File: config.mk
export PLATFORM = sky130hd
export DESIGN_NAME = fetch_stage
export DESIGN_NICKNAME = d
export VERILOG_FILES = /design/src/rtl/fetch_stage.sv
export SDC_FILE = /design/constraint.sdc
export NUM_CORES = 1
export LEC_CHECK = 0
export ABC_AREA = 0
export BUFFER_PORTS_ARGS = -buffer_cell sky130_fd_sc_hd__clkbuf_2
export CAP_MARGIN = 5
export CORE_ASPECT_RATIO = 0.5
export CORE_MARGIN = 2
export CORE_UTILIZATION = 44
export DETAILED_ROUTE_END_ITERATION = 8
export GPL_TIMING_DRIVEN = 0
export HOLD_SLACK_MARGIN = 0.05
export PLACE_DENSITY_LB_ADDON = 0.15
export SYNTH_ARGS = -nofsm -noshare
export SYNTH_HDL_FRONTEND = slang
export SYNTH_SLANG_ARGS = --single-unit
File: constraint.sdc
create_clock -name Clk -period 2.64 [get_ports Clk]
set_input_delay 0.528 -clock Clk [delete_from_list [all_inputs] [get_ports Clk]]
set_output_delay 0.528 -clock Clk [all_outputs]
set_load 0.05 [all_outputs]
File: src/rtl/fetch_stage.sv
// ============================================================================
// fetch_stage : MIPS instruction-fetch stage with PC, IF/ID register and an
//               optional one-entry skid buffer (enabled by FETCH_SKID_EN).
// Revision    : 1.0
// ============================================================================
`default_nettype none

module fetch_stage #(
    parameter logic [31:0] RESET_PC = 32'h0000_0000
) (
    input  logic        Clk,
    input  logic        Rst_n,
    input  logic        PCWrite,
    input  logic        IFIDWrite,
    input  logic        Flush,
    input  logic [31:0] BranchTarget,
    output logic [31:0] IMemAddr,
    input  logic [31:0] IMemData,
    output logic [31:0] IFInstruction,
    output logic [31:0] InstructionIFID,
    output logic [31:0] PCPlus4IFID,
    output logic        ValidIFID,
    output logic        SkidValid,
    output logic [31:0] FetchCount
);

    logic [31:0] pc;
    logic [31:0] pc_plus4;
    logic [31:0] src_instr;
    logic [31:0] src_pc4;
    logic        load_ifid;
    logic        advance_pc;

    assign pc_plus4 = pc + 32'd4;
    assign IMemAddr = pc;

`ifdef FETCH_SKID_EN
    logic        skid_valid;
    logic [31:0] skid_instr;
    logic [31:0] skid_pc4;
    logic        load_skid;

    always_comb begin
        load_ifid  = 1'b0;
        advance_pc = 1'b0;
        load_skid  = 1'b0;
        src_instr  = IMemData;
        src_pc4    = pc_plus4;
        if (skid_valid) begin
            src_instr = skid_instr;
            src_pc4   = skid_pc4;
        end
        if (PCWrite) begin
            load_ifid  = IFIDWrite;
            // While the skid holds a word the PC must wait for it to drain.
            advance_pc = !skid_valid;
            load_skid  = !IFIDWrite && !skid_valid;
        end
    end

    always_ff @(posedge Clk) begin
        if (!Rst_n) begin
            skid_valid <= 1'b0;
            skid_instr <= 32'd0;
            skid_pc4   <= 32'd0;
        end else if (Flush) begin
            skid_valid <= 1'b0;
            skid_instr <= 32'd0;
            skid_pc4   <= 32'd0;
        end else if (load_skid) begin
            skid_valid <= 1'b1;
            skid_instr <= IMemData;
            skid_pc4   <= pc_plus4;
        end else if (load_ifid) begin
            skid_valid <= 1'b0;
        end
    end

    assign SkidValid = skid_valid;
`else
    always_comb begin
        src_instr  = IMemData;
        src_pc4    = pc_plus4;
        // Without a skid buffer a frozen IF/ID must also freeze the PC.
        load_ifid  = PCWrite && IFIDWrite;
        advance_pc = PCWrite && IFIDWrite;
    end

    assign SkidValid = 1'b0;
`endif

    assign IFInstruction = src_instr;

    always_ff @(posedge Clk) begin
        if (!Rst_n) begin
            pc              <= RESET_PC;
            InstructionIFID <= 32'd0;
            PCPlus4IFID     <= 32'd0;
            ValidIFID       <= 1'b0;
            FetchCount      <= 32'd0;
        end else if (Flush) begin
            pc              <= {BranchTarget[31:2], 2'b00};
            InstructionIFID <= 32'd0;
            PCPlus4IFID     <= 32'd0;
            ValidIFID       <= 1'b0;
        end else begin
            if (advance_pc) begin
                pc <= pc_plus4;
            end
            if (load_ifid) begin
                InstructionIFID <= src_instr;
                PCPlus4IFID     <= src_pc4;
                ValidIFID       <= 1'b1;
                FetchCount      <= FetchCount + 32'd1;
            end
        end
    end

endmodule

`default_nettype wire

Word-level counts from Yosys, hierarchy flattened
Cells that the tools add are included.
{ "classes": {"addsub": 2, "mux": 2, "bitwise": 2, "n_reduce_logical": 4} }
{ "op_table": {"columns": ["cell", "count"], "rows": [
  ["2-to-1 mux 32 bit", 2],
  ["adder 32 x 1 -> 32 bit (second input constant)", 1],
  ["adder 32 x 3 -> 32 bit (second input constant)", 1],
  ["NOT 1 bit", 2],
  ["AND reduction 2 bit", 1],
  ["nonzero test 2 bit", 1],
  ["OR reduction 2 bit", 1],
  ["logical AND 1 bit", 1]
]} }
{ "totals": {"register_bits": 129, "in_bits": 69, "word_cells": 16} }

Depth between registers and ports, before layout
{ "logic_depth": {"depth_word": 3, "ltp_mapped": 7, "depth_no_buf": 6} }

Worst setup path after synthesis
OpenSTA, ideal clock, no wires.
{ "synth_path": {"path_type": "flip-flop to flip-flop", "from": "reg pc[2], in the netlist IMemAddr[2]", "to": "reg pc[24], in the netlist IMemAddr[24]", "t_arrival_ns": 2.125, "path_slack_ns": 0.445, "stages_incl_launch_ff": 8, "n_path_buf": 1, "cell_sequence": "dfxtp_1 -> ha_1 -> nand3_1 -> clkbuf_1 -> nor4_4 -> nand4_1 -> xor2_1 -> a21oi_1"} }
{ "synth_between": {"elab_chain_len": 3} }
{ "synth_rtl": {"columns": ["element", "line_no", "text"], "rows": [
  ["from (decl)", "27", "logic [31:0] pc;"],
  ["from (signal assigned)", "102", "pc <= {BranchTarget[31:2], 2'b00};"],
  ["from (signal assigned)", "108", "pc <= pc_plus4;"],
  ["adder 32 x 3 -> 32 bit", "34", "assign pc_plus4 = pc + 32'd4;"],
  ["2-to-1 mux 32 bit", "107", "if (advance_pc) begin"],
  ["2-to-1 mux 32 bit", "101", "end else if (Flush) begin"]
]} }
No other way between the ends. The select of a mux whose other input is x is not followed.
A chain may end at the register's enable or synchronous reset.

Worst setup path after layout
{ "layout_path": {"from": "reg pc[2], in the netlist IMemAddr[2]", "to": "reg pc[28], in the netlist IMemAddr[28]"} }
Same word-level chain as after synthesis.

==> summary.md <==
| Metric | Value |
|---|---|
| GRT overflow | 0 |
| Leakage | 3.43 nW |
| Nets | 1,042 |
| CTS tree | built |
| Largest net degree at the start of global routing | 17 |
| Post-DR vias/cell | 5.09 |
| Critical path endpoint category | register |
| Cts hold-fix bufs | 0 |
| Ant diodes | 0 |
| Synth Instances | 725 |
| Die W | 169 um |
| Syn-to-layout area delta | 34.5% |
| Global-route wire length before repair | 27,800 um |
| Synth cell types | 42 |
| Row cnt | 30 |
| First-pass DRT Iterations | 5 |
| Worst Tran Pin Value | 0.689 ns |
| Tcrit/Tclk final | 0.858 |
| Number of antenna-violating nets in the routed design | 0 |
| Sw Ratio | 0.267 |
| Max Cap Viol | 0 |
| Worst Hold Class | in2reg |
| Hold Vio Cnt, Final | 0 |
| Final Skew | 0.0110 ns |
| Final Util | 0.600 |
| R2R setup slack | 0.38 ns |
| Post-CTS Setup Inserts | 0 |
| Routed wire per std cell | 15.5 um |
| HPWL after detailed placement | 13,500 um |
| R2R depth | 7 |
| Port Buffers | 223 |
| Commonest non-fill, non-tap cell in the layout | clkbuf_2 |
| Fraction of layout cells with a size suffix above 1 | 0.319 |
| Highest-count cells in the layout ignoring fill and taps | clkbuf_2 (224), dfxtp_1 (125), nand2_1 (110) |
| Rel. slew slack | 0.541 |
| Net Switching | 1.49 mW |
| Clock Root Buffer | clkbuf_16 |
| CP Max Fanout | 10 |
| H-tree levels | 4 |
| Vias | 5,906 |
| CTS buffer count | 17 |
| RePlAce Congestion | 0.873 |
| CTS Sinks | 125 |
| RSZ-0062 raised after global routing | no |
| Synthesized flop and latch total | 125 |
| Asr flop ratio synth | 0 |
| Final wirelength | 17,900 um |
| Setup slack at placement | 0.138 ns |
| Setup TNS | 0 ns |
| Data required time at the worst endpoint | 2.91 ns |
| Clk pwr share | 0.503 |
| Reg power frac | 0.360 |
| Vias in the first global route | 5,297 |
| Initial Util | 0.446 |
| Number of DRC markers in iteration 0 | 330 |
| Pwr per Cell Area | 692 nW/um^2 |
| Register area share after synthesis | 0.418 |
| Worst-path clk slew | 0.06 ns |
| Max Slew Vio Count | 0 |
| Die area | 14,600 um^2 |
| DRC | 0 |
| DIE HEIGHT | 86.4 um |
| Critical Path AT | 2.54 ns |
| Hold-critical path depth | 3 |
| Ys Warns | 0 |
| Internal | 4.08 mW |
| Fmax | 442 MHz |
| Post-layout min period | 2.26 ns |
| Combinational power share | 0.137 |
| Clock tree buffer depth | 2 |
| Most common flop cell mapped by yosys | dfxtp_1 |
| Peak supply drop | 0.000406 V |
| Fin worst setup slack | 0.375 ns |
| Ports | 231 |
| CTS resizes | 0 |
| WHS | 0.350 ns |
| Cell Area, Synth | 5980 um^2 |
| Antenna violations before repair | 0 |
| Clk_lat worst skew | 0.41 ns |
| CP Class | reg2reg |
| Crit path launch type | register |
| EDFF count, synth | 0 |
| GRT Util Overall | 0.243 |
| Core area | 13,400 um^2 |
| Mean Syn Cell Area | 8.25 um^2 |
| Status | completed |
| Final setup violation count | 0 |
[area by class of cell]
class	instances	area [um^2]
buffer	88	492
clock buffer	19	453
clock inverter	13	260
fill	1280	5360
inverter	3	11.3
multi-input combinational	513	2990
sequential	125	2500
tap	176	220
timing repair buffer	223	1120
[Yosys cell counts, types with 3 or more instances]
master | number | area (um^2)
xor2_1 | 31 | 272
clkbuf_1 | 36 | 135
nand4_1 | 27 | 169
and4_1 | 10 | 87.6
buf_2 | 5 | 25.0
nor4_1 | 5 | 31.3
a21oi_1 | 76 | 380
nand2_1 | 110 | 413
inv_1 | 3 | 11.3
nor2b_1 | 6 | 37.5
nand3_1 | 19 | 95.1
nand4_2 | 3 | 37.5
and2_1 | 29 | 181
nand2b_1 | 4 | 25.0
nor2_1 | 26 | 97.6
a311oi_1 | 3 | 26.3
o211ai_1 | 4 | 30.0
o21ai_0 | 59 | 295
buf_4 | 41 | 308
xnor2_1 | 46 | 403
or3_1 | 4 | 25.0
a211oi_1 | 5 | 37.5
and3_1 | 8 | 50.1
o31ai_1 | 4 | 30.0
nor3_1 | 8 | 40.0
dfxtp_1 | 125 | 2500
buf_1 | 5 | 18.8
[metrics by stage]
step	instances	instance area (um^2)	power [mW]
after floorplan	729	6000	2.58
after CTS	1160	8050	5.61
after detailed placement	1128	7330	2.80
after global routing	1160	8050	5.74
final	1160	8050	5.57
after global placement	1128	7330	2.80
[cells by family after synthesis]
family,count (synthesis),synth area share
other cells,1,0.000627
xor+xnor,77,0.113
fa+ha+maj,2,0.00418
compound gates,154,0.137
buf+inv,91,0.0841
simple gates,275,0.243
flops,125,0.418
[critical path, stage by stage, from the launching register on]
cell	delay (ns)
dfxtp_1	0.46
ha_1	0.26
nand3_1	0.10
clkbuf_1	0.27
nor4_1	0.55
nand4_1	0.19
xor2_1	0.20
a21oi_1	0.09
[sequential cells by signal, indices dropped and copies added (netlist names)]
signal           count
PCPlus4IFID         30
ValidIFID            1
IMemAddr            30
FetchCount          32
InstructionIFID     32
[power by group through the flow]
| stage | Clock [mW] | Combinational (mW) | Sequential, mW |
|---|---|---|---|
| 4_1_cts | 2.84 | 0.763 | 2.00 |
| 6_report | 2.80 | 0.763 | 2.00 |
| 3_5_place_dp | 0 | 0.759 | 2.05 |
| 2_1_floorplan | 0 | 0.350 | 2.23 |
| 3_3_place_gp | 0 | 0.755 | 2.04 |
| 5_1_grt | 2.92 | 0.811 | 2.01 |
[metal layers]
| metal | share of wire | wire length [um] | global-route usage |
|---|---|---|---|
| met4 | 0.0094 | 168 | 0.0650 |
| met2 | 0.46 | 8290 | 0.396 |
| met1 | 0.45 | 8090 | 0.316 |
| met5 | 0 | 0 | 0 |
| met3 | 0.078 | 1400 | 0.0776 |
[path summary, 6_finish.rpt]
check / start / endpoint
max: IMemAddr[2] / IMemAddr[28]
min: IMemData[9] / InstructionIFID[9]
max reg2reg: IMemAddr[2] / IMemAddr[28]
min reg2reg: InstructionIFID[30] / InstructionIFID[30]
Power figures use the tool's default switching activity.
